$ cat config.mk
export PLATFORM = sky130hd
export DESIGN_NAME = weight_load_ctrl_flat
export DESIGN_NICKNAME = d
export VERILOG_FILES = /design/src/rtl/weight_load_pkg.sv /design/src/rtl/weight_load_ctrl_if.sv /design/src/rtl/frame_pixel_counter.sv /design/src/rtl/weight_load_ctrl.sv /design/src/flat_wrapper.sv
export SDC_FILE = /design/constraint.sdc
export NUM_CORES = 1
export LEC_CHECK = 0
export CAP_MARGIN = 30
export CORE_AREA = 5 5 89 91
export CTS_CLUSTER_DIAMETER = 80
export DETAILED_ROUTE_END_ITERATION = 8
export DIE_AREA = 0 0 94 96
export GPL_TIMING_DRIVEN = 0
export PLACE_DENSITY = 0.75
export SLEW_MARGIN = 20
export SYNTH_ARGS = -nofsm -noshare
export SYNTH_HDL_FRONTEND = slang
export SYNTH_SLANG_ARGS = --single-unit
$ cat constraint.sdc
create_clock -name clk -period 1.75 [get_ports clk]
set_input_delay 0.35 -clock clk [delete_from_list [all_inputs] [get_ports clk]]
set_output_delay 0.35 -clock clk [all_outputs]
set_load 0.03 [all_outputs]
$ cat src/rtl/weight_load_pkg.sv
// Shared types and helpers for the weight load controller.
package weight_load_pkg;

   localparam int unsigned WEIGHT_ADDR_WIDTH = 32;

   typedef enum logic [1:0] {
      StIdle,
      StLoad,
      StRun
   } state_e;

   // Bits needed for a counter that runs 0 .. limit-1, never less than one.
   function automatic int unsigned cnt_width(input int unsigned limit);
      return (limit <= 32'd2) ? 32'd1 : $clog2(limit);
   endfunction

endpackage

$ cat src/rtl/weight_load_ctrl_if.sv
// Host weight stream in, weight memory write bus out.
interface weight_load_ctrl_if #(
   parameter int unsigned DATA_WIDTH = 16
);
   import weight_load_pkg::*;

   logic [DATA_WIDTH-1:0]        s_data;
   logic                         s_valid;
   logic                         s_ready;
   logic [DATA_WIDTH-1:0]        weight_data;
   logic [WEIGHT_ADDR_WIDTH-1:0] weight_addr;
   logic                         weight_we;

   modport master (
      input  s_data, s_valid,
      output s_ready, weight_data, weight_addr, weight_we
   );

   modport slave (
      output s_data, s_valid,
      input  s_ready, weight_data, weight_addr, weight_we
   );

endinterface

$ cat src/rtl/frame_pixel_counter.sv
// Modulo-LIMIT event counter; wrap pulses for one cycle after the LIMIT-th event.
module frame_pixel_counter
   import weight_load_pkg::*;
#(
   parameter int unsigned LIMIT = 131072
) (
   input  logic clk,
   input  logic rst_n,
   input  logic clear,
   input  logic en,
   output logic wrap
);

   localparam int unsigned CW = cnt_width(LIMIT);

   logic [CW-1:0] cnt_q, cnt_d;
   logic          wrap_q, wrap_d;
   logic          at_last;

   assign at_last = (cnt_q == CW'(LIMIT - 1));

   // clear beats a coincident event so a restarted frame begins at zero
   always_comb begin
      cnt_d  = cnt_q;
      wrap_d = 1'b0;
      if (clear) begin
         cnt_d = '0;
      end else if (en) begin
         if (at_last) begin
            cnt_d  = '0;
            wrap_d = 1'b1;
         end else begin
            cnt_d = cnt_q + CW'(1);
         end
      end
   end

   always_ff @(posedge clk or negedge rst_n) begin
      if (!rst_n) begin
         cnt_q  <= '0;
         wrap_q <= 1'b0;
      end else begin
         cnt_q  <= cnt_d;
         wrap_q <= wrap_d;
      end
   end

   assign wrap = wrap_q;

endmodule

$ cat src/rtl/weight_load_ctrl.sv
// Loads a weight window from the host stream, then enables the conv chain and counts frames.
// Optional running-sum check of the loaded window: define WEIGHT_CHECKSUM_EN.
module weight_load_ctrl
   import weight_load_pkg::*;
#(
   parameter int unsigned DATA_WIDTH    = 16,
   parameter int unsigned ADDR_BASE     = 0,
   parameter int unsigned TOTAL_WEIGHTS = 1024,
   parameter int unsigned OUT_PIXELS    = 131072
) (
   input  logic                  clk,
   input  logic                  rst_n,
   input  logic                  cfg_start,
   weight_load_ctrl_if.master    bus,
   input  logic                  i_valid,
   output logic                  i_valid_gated,
   input  logic                  pix_valid,
   output logic                  load_done,
   output logic                  frame_done,
   output logic                  busy,
   input  logic [DATA_WIDTH-1:0] cfg_checksum,
   output logic                  checksum_err
);

   localparam int unsigned WCW = cnt_width(TOTAL_WEIGHTS);

   state_e                       state_q, state_d;
   logic [WCW-1:0]               word_cnt_q, word_cnt_d;
   logic [DATA_WIDTH-1:0]        weight_data_q;
   logic [WEIGHT_ADDR_WIDTH-1:0] weight_addr_q;
   logic                         weight_we_q;

   logic accept;
   logic last_word;
   logic start;

   assign accept    = bus.s_valid && (state_q == StLoad);
   assign last_word = accept && (word_cnt_q == WCW'(TOTAL_WEIGHTS - 1));
   // cfg_start is ignored while loading
   assign start     = cfg_start && (state_q != StLoad);

   always_comb begin
      state_d    = state_q;
      word_cnt_d = word_cnt_q;
      case (state_q)
         StIdle: begin
            if (cfg_start) begin
               state_d    = StLoad;
               word_cnt_d = '0;
            end
         end
         StLoad: begin
            if (last_word) begin
               state_d    = StRun;
               word_cnt_d = '0;
            end else if (accept) begin
               word_cnt_d = word_cnt_q + WCW'(1);
            end
         end
         StRun: begin
            if (cfg_start) begin
               state_d    = StLoad;
               word_cnt_d = '0;
            end
         end
         default: begin
            state_d    = StIdle;
            word_cnt_d = '0;
         end
      endcase
   end

   always_ff @(posedge clk or negedge rst_n) begin
      if (!rst_n) begin
         state_q    <= StIdle;
         word_cnt_q <= '0;
      end else begin
         state_q    <= state_d;
         word_cnt_q <= word_cnt_d;
      end
   end

   // Write port registers: one strobe per accepted word, one cycle later.
   always_ff @(posedge clk or negedge rst_n) begin
      if (!rst_n) begin
         weight_we_q   <= 1'b0;
         weight_data_q <= '0;
         weight_addr_q <= '0;
      end else begin
         weight_we_q <= accept;
         if (accept) begin
            weight_data_q <= bus.s_data;
            weight_addr_q <= WEIGHT_ADDR_WIDTH'(ADDR_BASE) + WEIGHT_ADDR_WIDTH'(word_cnt_q);
         end
      end
   end

   assign bus.weight_we   = weight_we_q;
   assign bus.weight_data = weight_data_q;
   assign bus.weight_addr = weight_addr_q;
   assign bus.s_ready     = (state_q == StLoad);

   assign busy          = (state_q == StLoad);
   assign load_done     = (state_q == StRun);
   assign i_valid_gated = i_valid & load_done;

   frame_pixel_counter #(
      .LIMIT (OUT_PIXELS)
   ) u_frame_pixel_counter (
      .clk   (clk),
      .rst_n (rst_n),
      .clear (start),
      .en    (pix_valid && (state_q == StRun)),
      .wrap  (frame_done)
   );

`ifdef WEIGHT_CHECKSUM_EN
   logic [DATA_WIDTH-1:0] sum_q;
   logic [DATA_WIDTH-1:0] sum_next;
   logic                  checksum_err_q;

   assign sum_next = sum_q + bus.s_data;

   always_ff @(posedge clk or negedge rst_n) begin
      if (!rst_n) begin
         sum_q          <= '0;
         checksum_err_q <= 1'b0;
      end else if (start) begin
         sum_q          <= '0;
         checksum_err_q <= 1'b0;
      end else if (accept) begin
         sum_q <= sum_next;
         if (last_word) begin
            checksum_err_q <= (sum_next != cfg_checksum);
         end
      end
   end

   assign checksum_err = checksum_err_q;
`else
   logic unused_cfg_checksum;
   assign unused_cfg_checksum = ^cfg_checksum;
   assign checksum_err        = 1'b0;
`endif

endmodule

$ cat src/flat_wrapper.sv
// flat-port wrapper written by rule: the top's interface ports become plain ports
module weight_load_ctrl_flat import weight_load_pkg::*;
#(
   parameter int unsigned DATA_WIDTH    = 16,
   parameter int unsigned ADDR_BASE     = 0,
   parameter int unsigned TOTAL_WEIGHTS = 1024,
   parameter int unsigned OUT_PIXELS    = 131072
)
  (clk, rst_n, cfg_start, i_valid, i_valid_gated, pix_valid, load_done, frame_done, busy, cfg_checksum, checksum_err, bus_s_data, bus_s_valid, bus_s_ready, bus_weight_data, bus_weight_addr, bus_weight_we);
  weight_load_ctrl_if #(.DATA_WIDTH(DATA_WIDTH)) bus_i ();
  input  logic clk;
  input  logic rst_n;
  input  logic cfg_start;
  input  logic i_valid;
  output logic i_valid_gated;
  input  logic pix_valid;
  output logic load_done;
  output logic frame_done;
  output logic busy;
  input  logic [DATA_WIDTH-1:0] cfg_checksum;
  output logic checksum_err;
  input wire logic [$bits(bus_i.s_data)-1:0] bus_s_data;
  input wire logic [$bits(bus_i.s_valid)-1:0] bus_s_valid;
  output wire logic [$bits(bus_i.s_ready)-1:0] bus_s_ready;
  output wire logic [$bits(bus_i.weight_data)-1:0] bus_weight_data;
  output wire logic [$bits(bus_i.weight_addr)-1:0] bus_weight_addr;
  output wire logic [$bits(bus_i.weight_we)-1:0] bus_weight_we;
  assign bus_i.s_data = bus_s_data;
  assign bus_i.s_valid = bus_s_valid;
  assign bus_s_ready = bus_i.s_ready;
  assign bus_weight_data = bus_i.weight_data;
  assign bus_weight_addr = bus_i.weight_addr;
  assign bus_weight_we = bus_i.weight_we;
  weight_load_ctrl #(.DATA_WIDTH(DATA_WIDTH), .ADDR_BASE(ADDR_BASE), .TOTAL_WEIGHTS(TOTAL_WEIGHTS), .OUT_PIXELS(OUT_PIXELS)) u_core (.clk(clk), .rst_n(rst_n), .cfg_start(cfg_start), .bus(bus_i), .i_valid(i_valid), .i_valid_gated(i_valid_gated), .pix_valid(pix_valid), .load_done(load_done), .frame_done(frame_done), .busy(busy), .cfg_checksum(cfg_checksum), .checksum_err(checksum_err));
endmodule
==> metrics.yaml, run 1 <==
floorplan:
  dieHeight_um: 96
  row_count: 31
  dieArea_mm2: 0.00902
  ios: 93
  core_area_mm2: 0.00706
  die_x_um: 94
  initial_core_util_pct: 40.5
final_layout:
  synthToLayoutAreaGrowth_pct: 41.4
  final_layout_size_suffix_gt1_share_pct: 20.4
  fin_area_mm2: 0.00404
  seqCellArea_mm2: 0.00143
  diodes: 0
  nets: 469
  multi_input_area_mm2: 0.00136
  fillerInstances: 651
power:
  ir_worst_vdd_mv: 0.525
  clock_power_share_pct: 27.2
  leakage_uw: 0.00201
  netSwitchingFraction_pct: 33.4
  seqPwrFrac_pct: 44.6
  p_int_uw: 2470
  p_per_area_mw_per_mm2: 919
  p_sw_uw: 1240
  pwr-share-comb_pct: 28.2
synthesis:
  synth_xor_area_share_pct: 0
  syn_avg_cell_area_um2: 8.87
  synth_edf_count: 0
  synth.area.mux_share_pct: 0.350
  ys_ff_latch: 57
  synth_area_leader_cell: "dfrtp_1"
  postSynthCellCount: 322
  synth-compound-area-share_pct: 13.0
  yosysTopAreaCellShare_pct: 49.9
  synth_cell_types: 45
  synth_ff_type: "dfrtp_1"
  yosysWarnings: 0
  syn-cell-area_mm2: 0.00286
  synth-simple-area-share_pct: 26.0
  synthAdderAreaFrac_pct: 1.31
  ys_seq_area_share_pct: 49.9
  ys_top_cells_by_area: "dfrtp_1 (50%), nand2_1 (13%), buf_4 (6.3%)"
  synth_top_family_by_area: "simple AND/OR/NAND/NOR gates"
  async_reset_ff_share_pct: 100
route:
  drt-wirelength-per-cell_um: 13.2
  wirelength_mm: 7.01
  dr_total_vias: 2613
  ant_nets: 0
  drc: 0
  vias_per_cell: 4.92
  drtPass1Iterations: 4
  drt_iter0_drc: 186
sta:
  slew_violations: 0
  finalHoldViolations: 0
  period_minus_slack_ns: 1.81
  timing.fmax_mhz: 554
  fin_crit_sh_pct: 103
  setup_violations: 5
  layout_setup_ws_ns: -0.0558
  finClkSkew_ns: 0.00655
  rsz0062_at_grt: "true"
  worst_slew_pin_slew_ns: 0.690
  maxSlewHeadroom_pct: 54.0
setup_path:
  rr_endpoint: "u_core.u_frame_pixel_counter.cnt_q[12]$_DFFE_PN0P_"
  rrSetupSlack_ns: -0.06
  critPathMaxFanout: 5
  ff2ff_path_depth: 8
  start_kind: "register"
  crit-reg2reg-launch: "u_core.u_frame_pixel_counter.cnt_q[10]$_DFFE_PN0P_"
  setup.worst_path.end_class: "register"
  slowest_delay_ns: 0.42
  cp_cell_sequence: "and3_4 > nand3_4 > nor3_4 > ha_4 > nand2b_4 > buf_6 > or4_4 > nand3_2"
  crit_type: "register to register"
  crit_path_top_delay_cell: "dfrtp_1"
  arrival_ns: 2.08
  crit_required_ns: 2.02
  crit_buf_inv: 1
  cp_top_family: "simple AND/OR/NAND/NOR gates"
place:
  dp_slack_ns: -0.457
  hpwl_mm: 4.69
  placed_area_mm2: 0.00361
  gp_congestion: 0.844
  io_buffer_count: 53
clocking:
  clockBufferDepth: 2
  insertion_delay_ns: 0.33
  path_clk_slew_ns: 0.06
  htreeDepth: 3
  cts_hold_buf: 0
  cts_tree: "yes"
  cts_made_buffers: 9
  cts.sinks: 57
  cts-root-buf: "clkbuf_8"
status:
  status: "finished with violations"
  violations: "setup timing"
global_route:
  grt_max_degree: 58
  grt_overflow: 0
  grt_pass1_wl_mm: 11.5
  grt_pass1_vias: 2538
  track_usage_pct: 16.0
  antenna_found_initial: 0
hold_path:
  hold_class: "input pin to async pin"
job:
  drv_cap: 0
state kept, by name, summed over array words and instances, names as in the netlist:
register,flops
u_core.bus.weight_addr,10
u_core.bus.weight_data,16
u_core.u_frame_pixel_counter.wrap,1
u_core.bus.weight_we,1
u_core.word_cnt_q,10
u_core.state_q,2
u_core.u_frame_pixel_counter.cnt_q,17
worst reg2reg max path, cell delays in order (launching register included):
cell and delay [ns]:
dfrtp_1 0.42, and3_4 0.21, nand3_4 0.11, nor3_4 0.05, ha_4 0.18, nand2b_4 0.15, buf_6 0.13, or4_4 0.41
nand3_2 0.08
worst max path at each step:
stage / startpoint / end / slack, ns / depth (start not counted)
finish: u_core.u_frame_pixel_counter.cnt_q[10]$_DFFE_PN0P_ / u_core.u_frame_pixel_counter.cnt_q[12]$_DFFE_PN0P_ / -0.06 / 8
global placement: rst_n / u_core.bus.weight_data[10]$_DFFE_PN0P_ / -1.43 / 1
CTS: u_core.u_frame_pixel_counter.cnt_q[3]$_DFFE_PN0P_ / u_core.u_frame_pixel_counter.cnt_q[12]$_DFFE_PN0P_ / -0.10 / 9
detailed placement: cfg_start / u_core.u_frame_pixel_counter.cnt_q[7]$_DFFE_PN0P_ / -0.46 / 5
global route: u_core.u_frame_pixel_counter.cnt_q[10]$_DFFE_PN0P_ / u_core.u_frame_pixel_counter.cnt_q[12]$_DFFE_PN0P_ / -0.1 / 8
floorplan: u_core.u_frame_pixel_counter.cnt_q[4]$_DFFE_PN0P_ / u_core.u_frame_pixel_counter.cnt_q[14]$_DFFE_PN0P_ / -0.09 / 9
cells in the mapped netlist, types with 3 or more instances:
| cell | count |
|---|---|
| a211oi_1 | 3 |
| a21o_1 | 5 |
| a21oi_1 | 6 |
| a31oi_1 | 4 |
| and2_1 | 4 |
| and3_1 | 4 |
| and4_1 | 3 |
| buf_2 | 3 |
| buf_4 | 24 |
| clkbuf_1 | 7 |
| dfrtp_1 | 57 |
| ha_1 | 3 |
| inv_1 | 7 |
| nand2_1 | 102 |
| nand3_1 | 16 |
| nand4_1 | 4 |
| nor3_1 | 5 |
| o21ai_0 | 22 |
| or3_1 | 5 |
| or4_1 | 3 |
layout by cell type (no fill, tap or decap), types with 5 or more instances in the layout:
cell / instances
clkbuf_8: 10
dlymetal6s2s_1: 7
dfrtp_1: 55
o21ai_0: 19
a21o_1: 5
clkdlybuf4s50_1: 41
buf_4: 45
nand3_1: 14
a21oi_1: 5
inv_1: 6
nand2_1: 102
clkbuf_1: 10
conb_1: 23
metal layers:
metal | wire length, um | part of all wire (%) | vias up | GRT usage (%)
li1 | - | - | 1274 | -
met1 | 3020 | 43 | 1242 | 20.1
met2 | 3380 | 48 | 89 | 26.2
met3 | 528 | 7.5 | 8 | 3.60
met4 | 81 | 1.2 | 0 | 7.82
met5 | 0 | 0 | - | 0
final cells by class:
cell class / instances / share of cell area (%)
buffer: 36 / 6.16
clock buffer: 15 / 3.87
inverter: 7 / 0.713
multi-input combinational: 243 / 33.6
sequential: 57 / 35.4
tap: 99 / 3.07
timing repair buffer: 74 / 17.2
per-stage QoR:
stage                     std cells  total power (uW)  TNS (ns)  util (%)  hold slack [ns]
after global routing            531              3940    -0.479      57.2            0.139
final                           531              3710    -0.161      57.2           0.0707
after global placement          496              2660    -94.69      51.2            0.456
after floorplan                 344              2270    -0.208         -           0.0544
after detailed placement        496              2680    -14.25      51.2            0.456
after CTS                       523              3720    -0.484      55.6           0.0986
power groups by stage:
| stage | registers, uW | logic (uW) | clock network, uW |
|---|---|---|---|
| after floorplan | 1870 | 406 | 0 |
| after global placement | 1670 | 986 | 0 |
| after detailed placement | 1680 | 1000 | 0 |
| after CTS | 1650 | 1030 | 1040 |
| after global routing | 1700 | 1140 | 1100 |
| final | 1660 | 1050 | 1010 |
timing repair:
item / CTS / global route
endpoints found under the setup margin: 25 / 26
gates cloned: 1 / 0
pin swaps: 2 / 5
resized for setup: 39 / 26
buffers inserted: 11 / 9
cell families (layout without fill, tap and decap cells):
| group | Yosys count | after routing |
|---|---|---|
| other | 1 | 23 |
| buffers and inverters | 44 | 132 |
| adders and majority gates | 3 | 3 |
| DFF | 57 | 57 |
| and+or+nand+nor | 158 | 158 |
| AOI/OAI and AO/OA | 58 | 58 |
| muxes | 1 | 1 |
Power figures use the tool's default switching activity.
==> run 2, diff against run 1 <==
--- a/config.mk
+++ b/config.mk
@@ -6,12 +6,12 @@
 export NUM_CORES = 1
 export LEC_CHECK = 0
 export CAP_MARGIN = 30
-export CORE_AREA = 5 5 89 91
+export CORE_AREA = 5 5 85 87
 export CTS_CLUSTER_DIAMETER = 80
 export DETAILED_ROUTE_END_ITERATION = 8
-export DIE_AREA = 0 0 94 96
+export DIE_AREA = 0 0 90 92
 export GPL_TIMING_DRIVEN = 0
-export PLACE_DENSITY = 0.75
+export PLACE_DENSITY = 0.79
 export SLEW_MARGIN = 20
 export SYNTH_ARGS = -nofsm -noshare
 export SYNTH_HDL_FRONTEND = slang
==> constraint.sdc (replaced) <==
create_clock -name clk -period 1.8 [get_ports clk]
set_input_delay 0.45 -clock clk [delete_from_list [all_inputs] [get_ports clk]]
set_output_delay 0.45 -clock clk [all_outputs]
set_load 0.03 [all_outputs]
==> metrics.yaml, run 2 (synthesis gave the netlist of run 1 again) <==
sta:
  worst_slew_pin_slew_ns: 0.714  # +0.0245 ns
  setup_violations: 1  # -4
  slew_violations: 0  # unchanged
  finClkSkew_ns: 0.00658  # +0.0000272 ns
  rsz0062_at_grt: "true"
  period_minus_slack_ns: 1.81  # +0.00301 ns
  tns_ns: -0.00880  # +0.153 ns
  timing.fmax_mhz: 553  # -0.17%
  finalHoldViolations: 0  # unchanged
  maxSlewHeadroom_pct: 52.4  # -1.6 points
  layout_setup_ws_ns: -0.00880  # +0.0470 ns
  fin_crit_sh_pct: 100  # -2.7 points
power:
  p_per_area_mw_per_mm2: 904  # -1.7%
  clock_power_share_pct: 28.5  # +1.3 points
  total_power_uw: 3610  # -2.9%
  p_sw_uw: 1230  # -0.39%
  netSwitchingFraction_pct: 34.2  # +0.85 points
  p_int_uw: 2370  # -4.1%
  leakage_uw: 0.00204  # +1.8%
  seqPwrFrac_pct: 44.7  # about the same
  pwr-share-comb_pct: 26.8  # -1.4 points
  ir_worst_vdd_mv: 0.673  # +28%
setup_path:
  rrSetupSlack_ns: -0.009  # +0.05 ns
  critPathMaxFanout: 5  # unchanged
  crit_required_ns: 2.07  # +0.05 ns
  critPathLaunch: "u_core.u_frame_pixel_counter.cnt_q[8]$_DFFE_PN0P_"
  arrival_ns: 2.08  # about the same
  rr_endpoint: "u_core.u_frame_pixel_counter.cnt_q[14]$_DFFE_PN0P_"
  ff2ff_path_depth: 8  # unchanged
  setup.worst_path.end_class: "register"
  start_kind: "register"
  crit-reg2reg-launch: "u_core.u_frame_pixel_counter.cnt_q[8]$_DFFE_PN0P_"
  crit_type: "register to register"
  endpoint: "u_core.u_frame_pixel_counter.cnt_q[14]$_DFFE_PN0P_"
clocking:
  cts_hold_buf: 0  # unchanged
  cts_made_buffers: 9  # unchanged
  cts.sinks: 57  # unchanged
  cts-root-buf: "clkbuf_8"
  cts_tree: "yes"
  htreeDepth: 3  # unchanged
  insertion_delay_ns: 0.33  # about the same
  clockBufferDepth: 2  # unchanged
  path_clk_slew_ns: 0.06  # about the same
final_layout:
  finish.utilization_pct: 63.6  # +6.4 points
  synthToLayoutAreaGrowth_pct: 39.7
  top_register: "u_core.u_frame_pixel_counter.cnt_q"
  fillerInstances: 530  # -19%
  seqCellArea_mm2: 0.00143  # about the same
  nets: 469  # unchanged
  multi_input_area_mm2: 0.00135  # -0.28%
  final_layout_size_suffix_gt1_share_pct: 21.3  # +0.98 points
  final_common_cell: "nand2_1"
  diodes: 0  # unchanged
  layout_common_cells: "nand2_1 (102), dfrtp_1 (54), buf_4 (46)"
  fin_area_mm2: 0.00399  # -1.2%
  largest_register_ffs: 17  # unchanged
route:
  vias_per_cell: 5.15  # +4.6%
  drc: 0  # unchanged
  drt_iter0_drc: 226  # +22%
  wirelength_mm: 7.06  # +0.77%
  drtPass1Iterations: 5  # +1
  drt-wirelength-per-cell_um: 13.9  # +5.3%
  ant_nets: 0  # unchanged
  dr_total_vias: 2616  # +0.11%
global_route:
  grt_pass1_vias: 2507  # -1.2%
  grt_overflow: 0  # unchanged
  track_usage_pct: 17.3  # +1.2 points
  grt_max_degree: 58  # unchanged
  grt_pass1_wl_mm: 11.8  # +3.1%
  antenna_found_initial: 0  # unchanged
floorplan:
  core_area_mm2: 0.00628  # -11%
  dieArea_mm2: 0.00828  # -8.2%
  die_x_um: 90  # -4.3%
  ios: 93  # unchanged
  row_count: 29  # -6.5%
  dieHeight_um: 92  # -4.2%
  initial_core_util_pct: 45.5  # +5.0 points
place:
  placed_area_mm2: 0.00359  # -0.76%
  gp_congestion: 0.848  # +0.51%
  hpwl_mm: 4.62  # -1.5%
  io_buffer_count: 53  # unchanged
hold_path:
  hold_class: "input pin to async pin"
status:
  violations: "setup timing"
  status: "finished with violations"
job:
  drv_cap: 0  # unchanged
-- run 2: changes by cell type in the layout (fill, tap and decap cells not counted), moves of 3 or more --
cell             previous run  this run
o21ai_1                     4         1
clkbuf_1                   10         7
clkdlybuf4s50_1            41        19
dlygate4sd2_1               0        26
o21ai_0                    19        22
dlymetal6s2s_1              7         3
-- run 2: worst min-delay path by stage --
stage | slack [ns] | depth (start not counted) | start | end
floorplan | 0.15 | 0 | rst_n | u_core.bus.weight_addr[0]$_DFFE_PN0P_
global placement | 0.46 | 2 | u_core.bus.weight_data[8]$_DFFE_PN0P_ | u_core.bus.weight_data[8]$_DFFE_PN0P_
detailed placement | 0.46 | 2 | u_core.bus.weight_data[0]$_DFFE_PN0P_ | u_core.bus.weight_data[0]$_DFFE_PN0P_
CTS | 0.20 | 1 | rst_n | u_core.bus.weight_addr[0]$_DFFE_PN0P_
global route | 0.22 | 1 | rst_n | u_core.bus.weight_addr[3]$_DFFE_PN0P_
finish | 0.17 | 1 | rst_n | u_core.bus.weight_data[3]$_DFFE_PN0P_
-- run 2: final cells by class --
type	instances	share of cell area, %
multi-input combinational	243	33.9
inverter	7	0.784
clock buffer	14	4.08
buffer	35	6.08
sequential	57	35.8
tap	77	2.41
timing repair buffer	75	16.9
-- run 2: power by group through the flow --
stage,clock (uW),combinational (uW),sequential (uW)
5_1_grt,1110,1060,1640
3_5_place_dp,0,981,1630
3_3_place_gp,0,958,1620
4_1_cts,1050,938,1610
6_report,1030,966,1610
2_1_floorplan,0,395,1810
-- run 2: routing by layer --
metal	vias up	routed length [um]	global-route usage (%)	share of wire [%]
met5	-	0	0	0
li1	1282	-	-	-
met4	0	129	8.06	1.8
met1	1207	3080	21.9	44
met3	10	576	5.89	8.2
met2	117	3270	26.7	46
-- run 2: repair_timing --
item                                    4_1_cts  5_1_grt
endpoints found under the hold margin         0        0
resized for setup                            64       24
gates cloned                                  1        0
pin swaps                                     3        7
setup buffers                                 8       13
endpoints found under the setup margin       52       38
-- run 2: worst max-delay path, stage by stage, from the launching register on --
cell and delay [ns]:
dfrtp_1 0.41, and4_4 0.22, nand3_4 0.10, nor3_4 0.05
ha_4 0.18, nand2b_4 0.15, buf_6 0.13, or4_4 0.41
nand3_2 0.08
-- run 2: stage by stage --
stage / instances / hold WS [ns] / setup WS [ns]
after floorplan: 344 / 0.154 / -0.0363
after global placement: 474 / 0.459 / -1.46
after detailed placement: 474 / 0.462 / -0.458
after CTS: 497 / 0.197 / -0.0946
after global routing: 508 / 0.219 / -0.0654
final: 508 / 0.172 / -0.00880
==> run 3, diff against run 2 <==
--- a/config.mk
+++ b/config.mk
@@ -12,7 +12,6 @@
 export DIE_AREA = 0 0 90 92
 export GPL_TIMING_DRIVEN = 0
 export PLACE_DENSITY = 0.79
-export SLEW_MARGIN = 20
 export SYNTH_ARGS = -nofsm -noshare
 export SYNTH_HDL_FRONTEND = slang
 export SYNTH_SLANG_ARGS = --single-unit
==> metrics.yaml, run 3 (synthesis gave the netlist of run 1 again) <==
final_layout:
  layout_common_cells: "nand2_1 (102), buf_4 (54), dfrtp_1 (54)"
  seqCellArea_mm2: 0.00143  # unchanged
  multi_input_area_mm2: 0.00136  # +0.55%
  fin_area_mm2: 0.00410  # +2.6%
  top_register: "u_core.u_frame_pixel_counter.cnt_q"
  diodes: 0  # unchanged
  final_common_cell: "nand2_1"
  nets: 478  # +1.9%
  final_layout_size_suffix_gt1_share_pct: 23.5  # +2.2 points
  synthToLayoutAreaGrowth_pct: 43.4
  largest_register_ffs: 17  # unchanged
  fillerInstances: 518  # -2.3%
  finish.utilization_pct: 65.2  # +1.7 points
sta:
  timing.fmax_mhz: 544  # -1.6%
  rsz0062_at_grt: "true"
  period_minus_slack_ns: 1.84  # +0.0292 ns
  finalHoldViolations: 0  # unchanged
  layout_setup_ws_ns: -0.0380  # -0.0292 ns
  setup_violations: 2  # +1
  fin_crit_sh_pct: 102  # +1.6 points
  slew_violations: 0  # unchanged
  tns_ns: -0.0653  # -0.0565 ns
  finClkSkew_ns: 0.0122  # +0.00566 ns
floorplan:
  initial_core_util_pct: 45.5  # unchanged
  row_count: 29  # unchanged
  ios: 93  # unchanged
  core_area_mm2: 0.00628  # unchanged
  die_x_um: 90  # unchanged
  dieArea_mm2: 0.00828  # unchanged
  dieHeight_um: 92  # unchanged
setup_path:
  setup.worst_path.end_class: "register"
  crit_required_ns: 2.06  # about the same
  critPathMaxFanout: 6  # +1
  start_kind: "register"
  arrival_ns: 2.10  # +0.02 ns
  crit_type: "register to register"
power:
  leakage_uw: 0.00214  # +4.9%
  total_power_uw: 3640  # +0.92%
  p_per_area_mw_per_mm2: 889  # -1.6%
  ir_worst_vdd_mv: 0.513  # -24%
global_route:
  grt_pass1_wl_mm: 11.8  # -0.58%
  antenna_found_initial: 0  # unchanged
  track_usage_pct: 17.0  # -0.32 points
  grt_overflow: 0  # unchanged
  grt_max_degree: 39  # -33%
  grt_pass1_vias: 2532  # +1.0%
status:
  status: "finished with violations"
  violations: "setup timing"
place:
  gp_congestion: 0.848  # unchanged
  dp_slack_ns: -0.466  # -0.00872 ns
  io_buffer_count: 53  # unchanged
  placed_area_mm2: 0.00360  # +0.49%
  hpwl_mm: 4.71  # +2.0%
route:
  dr_total_vias: 2698  # +3.1%
  wirelength_mm: 7.12  # +0.82%
  drtPass1Iterations: 4  # -1
  ant_nets: 0  # unchanged
  drt-wirelength-per-cell_um: 13.7  # -1.3%
  vias_per_cell: 5.20  # +0.95%
  drt_iter0_drc: 158  # -30%
  drc: 0  # unchanged
clocking:
  clockBufferDepth: 2  # unchanged
  cts_tree: "yes"
  insertion_delay_ns: 0.33  # about the same
  cts.sinks: 57  # unchanged
  cts-root-buf: "clkbuf_8"
  htreeDepth: 3  # unchanged
  cts_made_buffers: 9  # unchanged
  path_clk_slew_ns: 0.07  # about the same
hold_path:
  hold_class: "input pin to async pin"
job:
  drv_cap: 0  # unchanged
[run 3: cell types whose count changed in the layout (fill, tap and decap cells not counted), moves of 3 or more]
cell,before,now
buf_4,46,54
dlymetal6s2s_1,3,7
clkinv_2,0,3
dlygate4sd2_1,26,22
[run 3: power by group]
group / switching (uW) / total, uW / internal, uW
clock: 473 / 1040 / 568
combinational: 621 / 992 / 371
sequential: 144 / 1610 / 1460
[run 3: timing repair]
| item | 4_1_cts | 5_1_grt |
|---|---|---|
| cloned | 1 | 0 |
| endpoints found under the setup margin | 44 | 39 |
| pin swaps | 4 | 8 |
| hold endpoints to repair | 0 | 0 |
| hold buffers | 0 | 0 |
| resized for setup | 62 | 30 |
| buffers inserted | 9 | 19 |
[run 3: worst max-delay path, stage by stage (launching register included)]
cell,delay (ns)
dfrtp_2,0.45
ha_4,0.20
nand3_4,0.10
nor3_4,0.05
ha_4,0.18
nand2b_4,0.16
buf_6,0.13
or4_4,0.41
nand3_2,0.08
[run 3: through the flow]
step | cells | hold WS [ns]
CTS | 501 | 0.0823
detailed placement | 475 | 0.437
finish | 519 | 0.0770
global placement | 474 | 0.459
floorplan | 344 | 0.154
global route | 519 | 0.108
[run 3: metal layers]
metal	vias up	track usage, %	routed length [um]
li1	1301	-	-
met3	15	4.26	556
met4	0	8.44	164
met2	118	27.1	3320
met5	-	0	0
met1	1264	21.4	3080
[run 3: area by class of cell]
cell class	instances	share of cell area (%)
inverter	7	0.764
timing repair buffer	83	18.3
clock buffer	13	3.88
sequential	57	34.9
tap	77	2.35
buffer	36	6.17
clock inverter	3	0.367
multi-input combinational	243	33.2
[run 3: worst paths after layout]
| path | start | to | slack [ns] | depth (start not counted) |
|---|---|---|---|---|
| setup / recovery | u_core.u_frame_pixel_counter.cnt_q[0]$_DFFE_PN0P_ | u_core.u_frame_pixel_counter.cnt_q[14]$_DFFE_PN0P_ | -0.04 | 8 |
| hold / removal | rst_n | u_core.bus.weight_addr[3]$_DFFE_PN0P_ | 0.08 | 1 |
| setup reg to reg | u_core.u_frame_pixel_counter.cnt_q[0]$_DFFE_PN0P_ | u_core.u_frame_pixel_counter.cnt_q[14]$_DFFE_PN0P_ | -0.04 | 8 |
| hold reg to reg | u_core.bus.weight_data[0]$_DFFE_PN0P_ | u_core.bus.weight_data[0]$_DFFE_PN0P_ | 0.47 | 2 |
| max in group asynchronous | rst_n | u_core.state_q[0]$_DFFE_PN0P_ | 1.15 | 2 |
| min in group clk | u_core.bus.weight_data[0]$_DFFE_PN0P_ | u_core.bus.weight_data[0]$_DFFE_PN0P_ | 0.47 | 2 |
